$ cat src/rtl/button_to_dist_if.sv
// button_to_dist_if: groups the button input and jump outputs of button_to_dist.
//   jump_btn    : debounced button level, 1 = pressed (asynchronous to clk)
//   jump_dist   : last accepted jump distance, held between accepted releases
//   end_of_jump : one-clock pulse when jump_dist is updated
//   charging    : high while a press is being charged
//   charge      : live charge value during a press
// Modports: slave = button_to_dist side, master = driver/consumer side.
interface button_to_dist_if #(
  parameter int unsigned DIST_WIDTH = 8
) ();
  logic                  jump_btn;
  logic [DIST_WIDTH-1:0] jump_dist;
  logic                  end_of_jump;
  logic                  charging;
  logic [DIST_WIDTH-1:0] charge;

  modport master (
    output jump_btn,
    input  jump_dist,
    input  end_of_jump,
    input  charging,
    input  charge
  );

  modport slave (
    input  jump_btn,
    output jump_dist,
    output end_of_jump,
    output charging,
    output charge
  );
endinterface

$ cat src/rtl/button_to_dist.sv
// button_to_dist: converts how long the jump button is held into a jump distance.
// While the synchronized button is high, charge increments once every TICK_CYCLES clocks and
// saturates at MAX_DIST. On release, a charge of at least MIN_DIST is latched into jump_dist
// and end_of_jump pulses for one clock.
// Ports:
//   clk  : master clock, rising edge
//   clr  : asynchronous active-low reset
//   bus  : button_to_dist_if.slave (jump_btn in; jump_dist, end_of_jump, charging, charge out)
// Optional feature: define B2D_AUTOFIRE_EN to fire as soon as charge reaches MAX_DIST, then
// wait for release without a second pulse.
module button_to_dist #(
  parameter int unsigned DIST_WIDTH  = 8,
  parameter int unsigned TICK_CYCLES = 500000,
  parameter int unsigned MIN_DIST    = 2,
  parameter int unsigned MAX_DIST    = 255
) (
  input  logic            clk,
  input  logic            clr,
  button_to_dist_if.slave bus
);

  localparam int unsigned PW = (TICK_CYCLES > 1) ? $clog2(TICK_CYCLES) : 1;
  localparam logic [PW-1:0]         TickLast = PW'(TICK_CYCLES - 1);
  localparam logic [DIST_WIDTH-1:0] MaxV     = DIST_WIDTH'(MAX_DIST);
  localparam logic [DIST_WIDTH-1:0] MinV     = DIST_WIDTH'(MIN_DIST);

  typedef enum logic [1:0] {StIdle, StCharge, StWaitRelease} state_e;

  state_e                r_state, w_state_d;
  logic                  r_sync1, r_btn_s;
  logic [PW-1:0]         r_presc, w_presc_d;
  logic [DIST_WIDTH-1:0] r_charge, w_charge_d;
  // Accepted release staged for one clock before it reaches jump_dist/end_of_jump.
  logic                  r_pend, w_pend_d;
  logic [DIST_WIDTH-1:0] r_pend_dist, w_pend_dist_d;
  logic [DIST_WIDTH-1:0] r_jump_dist;
  logic                  r_eoj;
  logic                  w_count;

  always_comb begin
    w_state_d     = r_state;
    w_presc_d     = r_presc;
    w_charge_d    = r_charge;
    w_pend_d      = 1'b0;
    w_pend_dist_d = r_pend_dist;
    w_count       = 1'b0;
    unique case (r_state)
      StIdle: begin
        // The clock that leaves IDLE already counts toward the hold length.
        if (r_btn_s) begin
          w_state_d = StCharge;
          w_count   = 1'b1;
        end
      end
      StCharge: begin
`ifdef B2D_AUTOFIRE_EN
        if (r_charge == MaxV) begin
          w_pend_d      = 1'b1;
          w_pend_dist_d = MaxV;
          if (r_btn_s) begin
            w_state_d = StWaitRelease;
          end else begin
            w_state_d  = StIdle;
            w_charge_d = '0;
            w_presc_d  = '0;
          end
        end else
`endif
        if (r_btn_s) begin
          w_count = 1'b1;
        end else begin
          if (r_charge >= MinV) begin
            w_pend_d      = 1'b1;
            w_pend_dist_d = r_charge;
          end
          w_state_d  = StIdle;
          w_charge_d = '0;
          w_presc_d  = '0;
        end
      end
      StWaitRelease: begin
        if (!r_btn_s) begin
          w_state_d  = StIdle;
          w_charge_d = '0;
          w_presc_d  = '0;
        end
      end
      default: begin
        w_state_d  = StIdle;
        w_charge_d = '0;
        w_presc_d  = '0;
      end
    endcase
    if (w_count) begin
      if (r_presc == TickLast) begin
        w_presc_d = '0;
        if (r_charge < MaxV) w_charge_d = r_charge + 1'b1;
      end else begin
        w_presc_d = r_presc + 1'b1;
      end
    end
  end

  always_ff @(posedge clk or negedge clr) begin
    if (!clr) begin
      r_sync1     <= 1'b0;
      r_btn_s     <= 1'b0;
      r_state     <= StIdle;
      r_presc     <= '0;
      r_charge    <= '0;
      r_pend      <= 1'b0;
      r_pend_dist <= '0;
      r_jump_dist <= '0;
      r_eoj       <= 1'b0;
    end else begin
      r_sync1     <= bus.jump_btn;
      r_btn_s     <= r_sync1;
      r_state     <= w_state_d;
      r_presc     <= w_presc_d;
      r_charge    <= w_charge_d;
      r_pend      <= w_pend_d;
      r_pend_dist <= w_pend_dist_d;
      r_eoj       <= r_pend;
      if (r_pend) r_jump_dist <= r_pend_dist;
    end
  end

  assign bus.jump_dist   = r_jump_dist;
  assign bus.end_of_jump = r_eoj;
  assign bus.charging    = (r_state == StCharge);
  assign bus.charge      = r_charge;

endmodule

$ cat src/flat_wrapper.sv
// flat-port wrapper written by rule: the top's interface ports become plain ports
module button_to_dist_flat 
#(
  parameter int unsigned DIST_WIDTH  = 8,
  parameter int unsigned TICK_CYCLES = 500000,
  parameter int unsigned MIN_DIST    = 2,
  parameter int unsigned MAX_DIST    = 255
)
  (clk, clr, bus_jump_btn, bus_jump_dist, bus_end_of_jump, bus_charging, bus_charge);
  button_to_dist_if #(.DIST_WIDTH(DIST_WIDTH)) bus_i ();
  input  logic clk;
  input  logic clr;
  input wire logic [$bits(bus_i.jump_btn)-1:0] bus_jump_btn;
  output wire logic [$bits(bus_i.jump_dist)-1:0] bus_jump_dist;
  output wire logic [$bits(bus_i.end_of_jump)-1:0] bus_end_of_jump;
  output wire logic [$bits(bus_i.charging)-1:0] bus_charging;
  output wire logic [$bits(bus_i.charge)-1:0] bus_charge;
  assign bus_i.jump_btn = bus_jump_btn;
  assign bus_jump_dist = bus_i.jump_dist;
  assign bus_end_of_jump = bus_i.end_of_jump;
  assign bus_charging = bus_i.charging;
  assign bus_charge = bus_i.charge;
  button_to_dist #(.DIST_WIDTH(DIST_WIDTH), .TICK_CYCLES(TICK_CYCLES), .MIN_DIST(MIN_DIST), .MAX_DIST(MAX_DIST)) u_core (.clk(clk), .clr(clr), .bus(bus_i));
endmodule
$ cat config.mk
export PLATFORM = sky130hd
export DESIGN_NAME = button_to_dist_flat
export DESIGN_NICKNAME = d
export VERILOG_FILES = /design/src/rtl/button_to_dist_if.sv /design/src/rtl/button_to_dist.sv /design/src/flat_wrapper.sv
export SDC_FILE = /design/constraint.sdc
export NUM_CORES = 1
export LEC_CHECK = 0
export ABC_AREA = 1
export BUFFER_PORTS_ARGS = -buffer_cell sky130_fd_sc_hd__buf_2
export CAP_MARGIN = 20
export CORE_UTILIZATION = 27
export CTS_CLUSTER_SIZE = 30
export DETAILED_ROUTE_END_ITERATION = 7
export GPL_ROUTABILITY_DRIVEN = 1
export PLACE_DENSITY = 0.38
export SLEW_MARGIN = 20
export SYNTH_ARGS = -nofsm -noshare
export SYNTH_HDL_FRONTEND = slang
export SYNTH_SLANG_ARGS = --single-unit
$ cat constraint.sdc
create_clock -name clk -period 3.5 [get_ports clk]
set_input_delay 1.05 -clock clk [delete_from_list [all_inputs] [get_ports clk]]
set_output_delay 1.05 -clock clk [all_outputs]
set_load 0.02 [all_outputs]
==> results.md, run 1 <==
* MaxCap Viol Count at 0
* Cells along the critical path: inv_1 -> ha_1 -> inv_2 -> nand3_2 -> nor2_2 -> nand3_2 -> nor2_1 -> nand3_1 -> nand2_1 -> nor2_1
* Most area-hungry cell type in the Yosys netlist: dfrtp_1
* Resize count post-CTS at 0
* Hold_buf cts at 0
* Util after Layout at 32.1%
* Setup TNS at 0 ps
* Worst r2r src: u_core.r_btn_s
* Sequential-to-total area share from yosys stat at 47.7%
* Worst path depth at 10
* CP Capture Type: register
* Arr. time, crit path at 2420 ps
* Post-route minimum period at 2220 ps
* RSZ-0062 raised after global routing: no
* Crit path from: u_core.r_btn_s
* Clock skew at 3.81 ps
* Initial Util at 28.3%
* Setup Buffers After CTS at 0
* DRC at 0
* Chip height at 98.6 um
* Number of buffers and inverters on the critical path at 2
* Hold WC Path Type: reg -> reg
* Pwr dens at 413 nW/um2
* Worst slew margin at 63.1%
* Routed Antenna Nets at 0
* CTS tree: yes
* Die W at 98.6 um
* Yosys reg bits at 48
* Pre-antenna DRT Iters at 4
* CP required at 3700 ps
* Placed cell area at 2740 um2
* I/O pins at 21
* Setup Viol. Count Final at 0
* Fmax at 451 MHz
* Die Area at 9710 um2
* Worst setup margin at 1280 ps
* Detailed Place HPWL at 4530 um
* Largest cells by area after synthesis: dfrtp_1, nand2_1, nor2_1
* Pins Over Slew Limit at 0
* Largest net degree at the start of global routing at 30
* Drt total wl at 6060 um
* Filler cell count at 951
* Vias in the first global route at 1951
* Clock Tree Root: clkbuf_8
* Critical path class: reg -> reg
* CTS Sinks at 48
* Post-Syn Area per Cell at 7.97 um2
* Core Region at 8890 um2
* Total chip power at 1.18 mW
* Synth top area share at 47.7%
* Worst VDD drop at 0.242 mV
* Number of inserted diodes at 0
* Share of layout cells above drive strength 1 at 15.0%
* Fin. Hold Viols at 0
* Yosys warning count at 0
* Cells on worst reg2reg path at 10
* Worst path max stage delay at 700 ps
* CP top delay family: simple AND/OR/NAND/NOR gates
* Initial antenna violation count at 0
* First-pass GRT wire length at 10400 um
* Distinct cells, synth at 28
* GRT Overall Usage at 13.6%
* Pleak at 1.37 nW
* Reg clk slew, reported paths at 100 ps
* Number of buffers added on ports at 20
* Global placement routability congestion at 0.859
* H-tree depth at 2
* Total vias in the final route at 2026
* Design Area, Final at 2850 um2
* Status: finished clean
* Post-synth net total at 323
* Maximum buffer depth of the clock tree at 2
* CP Launch Type: register
* Pre-CTS setup slack at 1290 ps
* Drt via density at 4.52
* DR WL/cell at 13.5 um
* Synthesis-to-finish area growth at 13.4%
* Clock buffer count from CTS at 5
* Initial DRC count at 108
* Mapped Area at 2520 um2
* Hold Path Stages at 0
* Clk_lat worst skew at 300 ps
* Mapped Cells at 316
* GR Overflow Total at 0
* Min-delay src: u_core.r_sync1
* Slew of the pin with the lowest slew margin at 553 ps
* Final Cycle Share at 63.3%
* Row cnt at 34
* Slowest CP cell: dfrtp_1
* Nets at 346
* Critical Path Fanout Max at 16
* R2R Setup Slk at 1280 ps
-- synth_stat cells --
master	number
ha_1	4
nand2_1	81
dfrtp_1	48
clkinv_4	1
nor2_2	4
o21ai_1	2
buf_2	2
nand4_1	15
clkbuf_2	1
o21bai_1	1
o21ai_0	10
nor2_1	53
clkbuf_1	1
nor4_1	1
nand3b_1	2
nand2_4	1
clkinv_2	1
a21oi_1	4
buf_1	1
nor3_1	4
inv_2	2
xor2_1	11
nand3_2	3
nand3_1	21
nand4_2	1
nand2_2	1
inv_1	32
mux2_2	8
-- worst paths after layout --
check                                     end
max                        u_core.r_presc[18]
max in group asynchronous   u_core.r_presc[4]
min reg2reg                    u_core.r_btn_s
min                            u_core.r_btn_s
max reg2reg                u_core.r_presc[18]
min in group asynchronous  u_core.r_presc[14]
-- registers in the layout, summed over array words and instances, names as in the netlist --
| name | flops |
|---|---|
| u_core.r_presc | 19 |
| u_core.bus.charge | 8 |
| u_core.bus.jump_dist | 8 |
| u_core.r_pend_dist | 8 |
| u_core.bus.end_of_jump | 1 |
| u_core.r_btn_s | 1 |
| u_core.r_pend | 1 |
| u_core.r_state | 1 |
| u_core.r_sync1 | 1 |
-- where the power goes --
group	leakage [nW]	switching (mW)	internal (mW)
Clock	0.0583	0.208	0.216
Sequential	0.661	0.0225	0.580
Combinational	0.656	0.109	0.0439
Total	1.37	0.339	0.839
-- stage by stage --
step | cells | hold WS (ps)
6_report | 448 | 358
3_5_place_dp | 440 | 337
2_1_floorplan | 316 | 331
4_1_cts | 448 | 360
5_1_grt | 448 | 369
3_3_place_gp | 440 | 338
-- metal layers --
layer / track usage (%) / share of wire [%] / up-vias
met5: 0 / 0 / -
li1: - / - / 1056
met3: 2.41 / 3.1 / 4
met4: 3.10 / 0.79 / 0
met2: 20.4 / 41 / 32
met1: 20.3 / 55 / 934
-- kinds of logic (layout without fill, tap and decap cells) --
family	after synthesis	after routing	synth area share, %
fa+ha+maj	4	4	1.99
flops	48	48	47.7
simple gates	187	187	32.9
buf+inv	41	65	6.51
mux	8	8	3.58
compound gates	17	17	3.48
xor+xnor	11	11	3.83
-- worst reg2reg max path, stage by stage (launching register included) --
cell and delay, ps:
dfrtp_1 700, inv_1 120, ha_1 290, inv_2 230, nand3_2 160, nor2_2 170, nand3_2 120, nor2_1 140
nand3_1 80, nand2_1 70, nor2_1 40
-- cell type report --
class,count,area [um2],share of cell area (%)
clock buffer,5,68.8,2.41
clock inverter,3,47.5,1.67
inverter,36,141,4.95
multi-input combinational,227,1150,40.4
sequential,48,1200,42.1
tap,108,135,4.73
timing repair buffer,21,108,3.77
-- placed cells by master (no fill, tap or decap), types with 3 or more instances in the layout --
master,instances
nand2_1,81
nor2_1,53
dfrtp_1,48
inv_1,32
nand3_1,21
buf_2,20
nand4_1,15
xor2_1,11
o21ai_0,10
mux2_2,8
clkbuf_8,5
nor3_1,4
nor2_2,4
a21oi_1,4
ha_1,4
nand3_2,3
clkinv_4,3
(Power assumes the default switching activity.)
==> run 2: changes to the inputs <==
==> constraint.sdc (replaced) <==
create_clock -name clk -period 2.1 [get_ports clk]
set_input_delay 0.63 -clock clk [delete_from_list [all_inputs] [get_ports clk]]
set_output_delay 0.63 -clock clk [all_outputs]
set_load 0.02 [all_outputs]
==> run 2 against run 1 <==
  * Wire length rose by 1.7%
  * Hold slack got worse by 62 ps
  * Cell count rose by 0.45%
  * Non-clock buffer count rose by 2
  * Critical path type unchanged
  * Combinational power rose by 82%
  * First-iteration DRC count fell by 26%
  * Via count rose by 2.0%
  * Maximum frequency rose by 25%
  * Critical path depth did not move
  * Clock skew rose by 2.6 ps
  * Die area did not move
  * Core utilization rose by 0.30 points
==> results.md, run 2 (synthesis gave the netlist of run 1 again) <==
* Status: finished clean
* Critical Path Fanout Max at 8
* Post-route minimum period at 1770 ps
* Clk_lat worst skew at 300 ps
* Reg clk slew, reported paths at 100 ps
* CTS tree: yes
* Final Cycle Share at 84.1%
* Largest register FFs at 19
* Pins Over Slew Limit at 0
* DR WL/cell at 13.7 um
* Hold_buf cts at 0
* Initial antenna violation count at 0
* Detailed Place HPWL at 4480 um
* DRC at 0
* Slew of the pin with the lowest slew margin at 435 ps
* Clock skew at 6.45 ps
* CP required at 2300 ps
* Design Area, Final at 2880 um2
* Nets at 348
* Die W at 98.6 um
* Max layer used: met4
* Cells along the critical path: inv_1 -> ha_1 -> inv_2 -> nand3_2 -> nor2_2 -> nand3_2 -> nor2_1 -> nand3_1 -> nand2_1 -> nor2_1
* Number of buffers added on ports at 20
* Chip height at 98.6 um
* Critical path class: reg -> reg
* Metal-1 WL at 3170 um
* Maximum buffer depth of the clock tree at 2
* Clock Tree Root: clkbuf_8
* Fin. Hold Viols at 0
* Initial Util at 28.3%
* Top reg by flops: u_core.r_presc
* Resize count post-CTS at 0
* Number of buffers and inverters on the critical path at 2
* Met2 routed WL at 2630 um
* Pre-antenna DRT Iters at 4
* Drt total wl at 6160 um
* Arr. time, crit path at 1970 ps
* CP top delay family: simple AND/OR/NAND/NOR gates
* MaxCap Viol Count at 0
* Worst path max stage delay at 390 ps
* Setup Buffers After CTS at 0
* Vias in the first global route at 1977
* Number of inserted diodes at 0
* Worst slew margin at 71.0%
* Setup TNS at 0 ps
* WL met3 at 277 um
* GRT Overall Usage at 13.8%
* Total vias in the final route at 2067
* Setup Viol. Count Final at 0
* Row cnt at 34
* Util after Layout at 32.4%
* GR Overflow Total at 0
* Pleak at 1.39 nW
* Pwr dens at 690 nW/um2
* Largest net degree at the start of global routing at 49
* Most common cell after layout, fill and taps aside: nand2_1
* Global placement routability congestion at 0.847
* Placed cell area at 2770 um2
* Die Area at 9710 um2
* Synthesis-to-finish area growth at 14.4%
* Routed Antenna Nets at 0
* Total chip power at 1.99 mW
* Share of layout cells above drive strength 1 at 15.5%
* Worst VDD drop at 0.431 mV
* Hold WC Path Type: in -> async
* Initial DRC count at 80
* Commonest non-fill, non-tap cells in the layout: nand2_1, nor2_1, dfrtp_1
* Filler cell count at 945
* Clock buffer count from CTS at 5
* First-pass GRT wire length at 10400 um
* CP Capture Type: register
* CP Launch Type: register
* H-tree depth at 2
* CTS Sinks at 48
* Core Region at 8890 um2
* Fmax at 566 MHz
* I/O pins at 21
* RSZ-0062 raised after global routing: no
* Slowest CP cell: dfrtp_1
* Drt via density at 4.59
-- run 2: path summary, 6_finish.rpt --
path,startpoint,end,slack [ps],depth (start not counted)
setup / recovery,u_core.r_state[0],u_core.r_presc[18],330,10
hold / removal,clr,u_core.r_presc[14],300,2
setup reg to reg,u_core.r_state[0],u_core.r_presc[18],330,10
hold reg to reg,u_core.r_sync1,u_core.r_btn_s,360,0
max in group asynchronous,clr,u_core.bus.charge[1],1580,2
min in group clk,u_core.r_sync1,u_core.r_btn_s,360,0
-- run 2: layer usage --
metal	GRT usage [%]	up-vias
li1	-	1057
met1	20.6	965
met2	20.1	41
met3	2.34	4
met4	4.48	0
met5	0	-
-- run 2: cell type report --
class	count	area (um2)	share of cell area (%)
sequential	48	1200	41.7
multi-input combinational	227	1150	40.0
inverter	36	141	4.91
timing repair buffer	23	135	4.69
tap	108	135	4.69
clock buffer	5	68.8	2.39
clock inverter	3	46.3	1.61
-- run 2: through the flow --
stage / setup slack, ps / instances / hold slack, ps
3_3_place_gp: 400 / 442 / 333
2_1_floorplan: 446 / 316 / 331
3_5_place_dp: 340 / 442 / 341
4_1_cts: 321 / 450 / 303
6_report: 333 / 450 / 296
5_1_grt: 74.7 / 450 / 321
-- run 2: worst reg2reg max path, cell delays in order (launching register included) --
cell,delay [ps]
dfrtp_1,390
inv_1,80
ha_1,280
inv_2,180
nand3_2,120
nor2_2,160
nand3_2,120
nor2_1,150
nand3_1,80
nand2_1,60
nor2_1,40
-- run 2: power breakdown --
group	switching [mW]	internal (mW)	leakage (nW)
Clock	0.348	0.360	0.0548
Combinational	0.195	0.0838	0.670
Sequential	0.0357	0.966	0.661
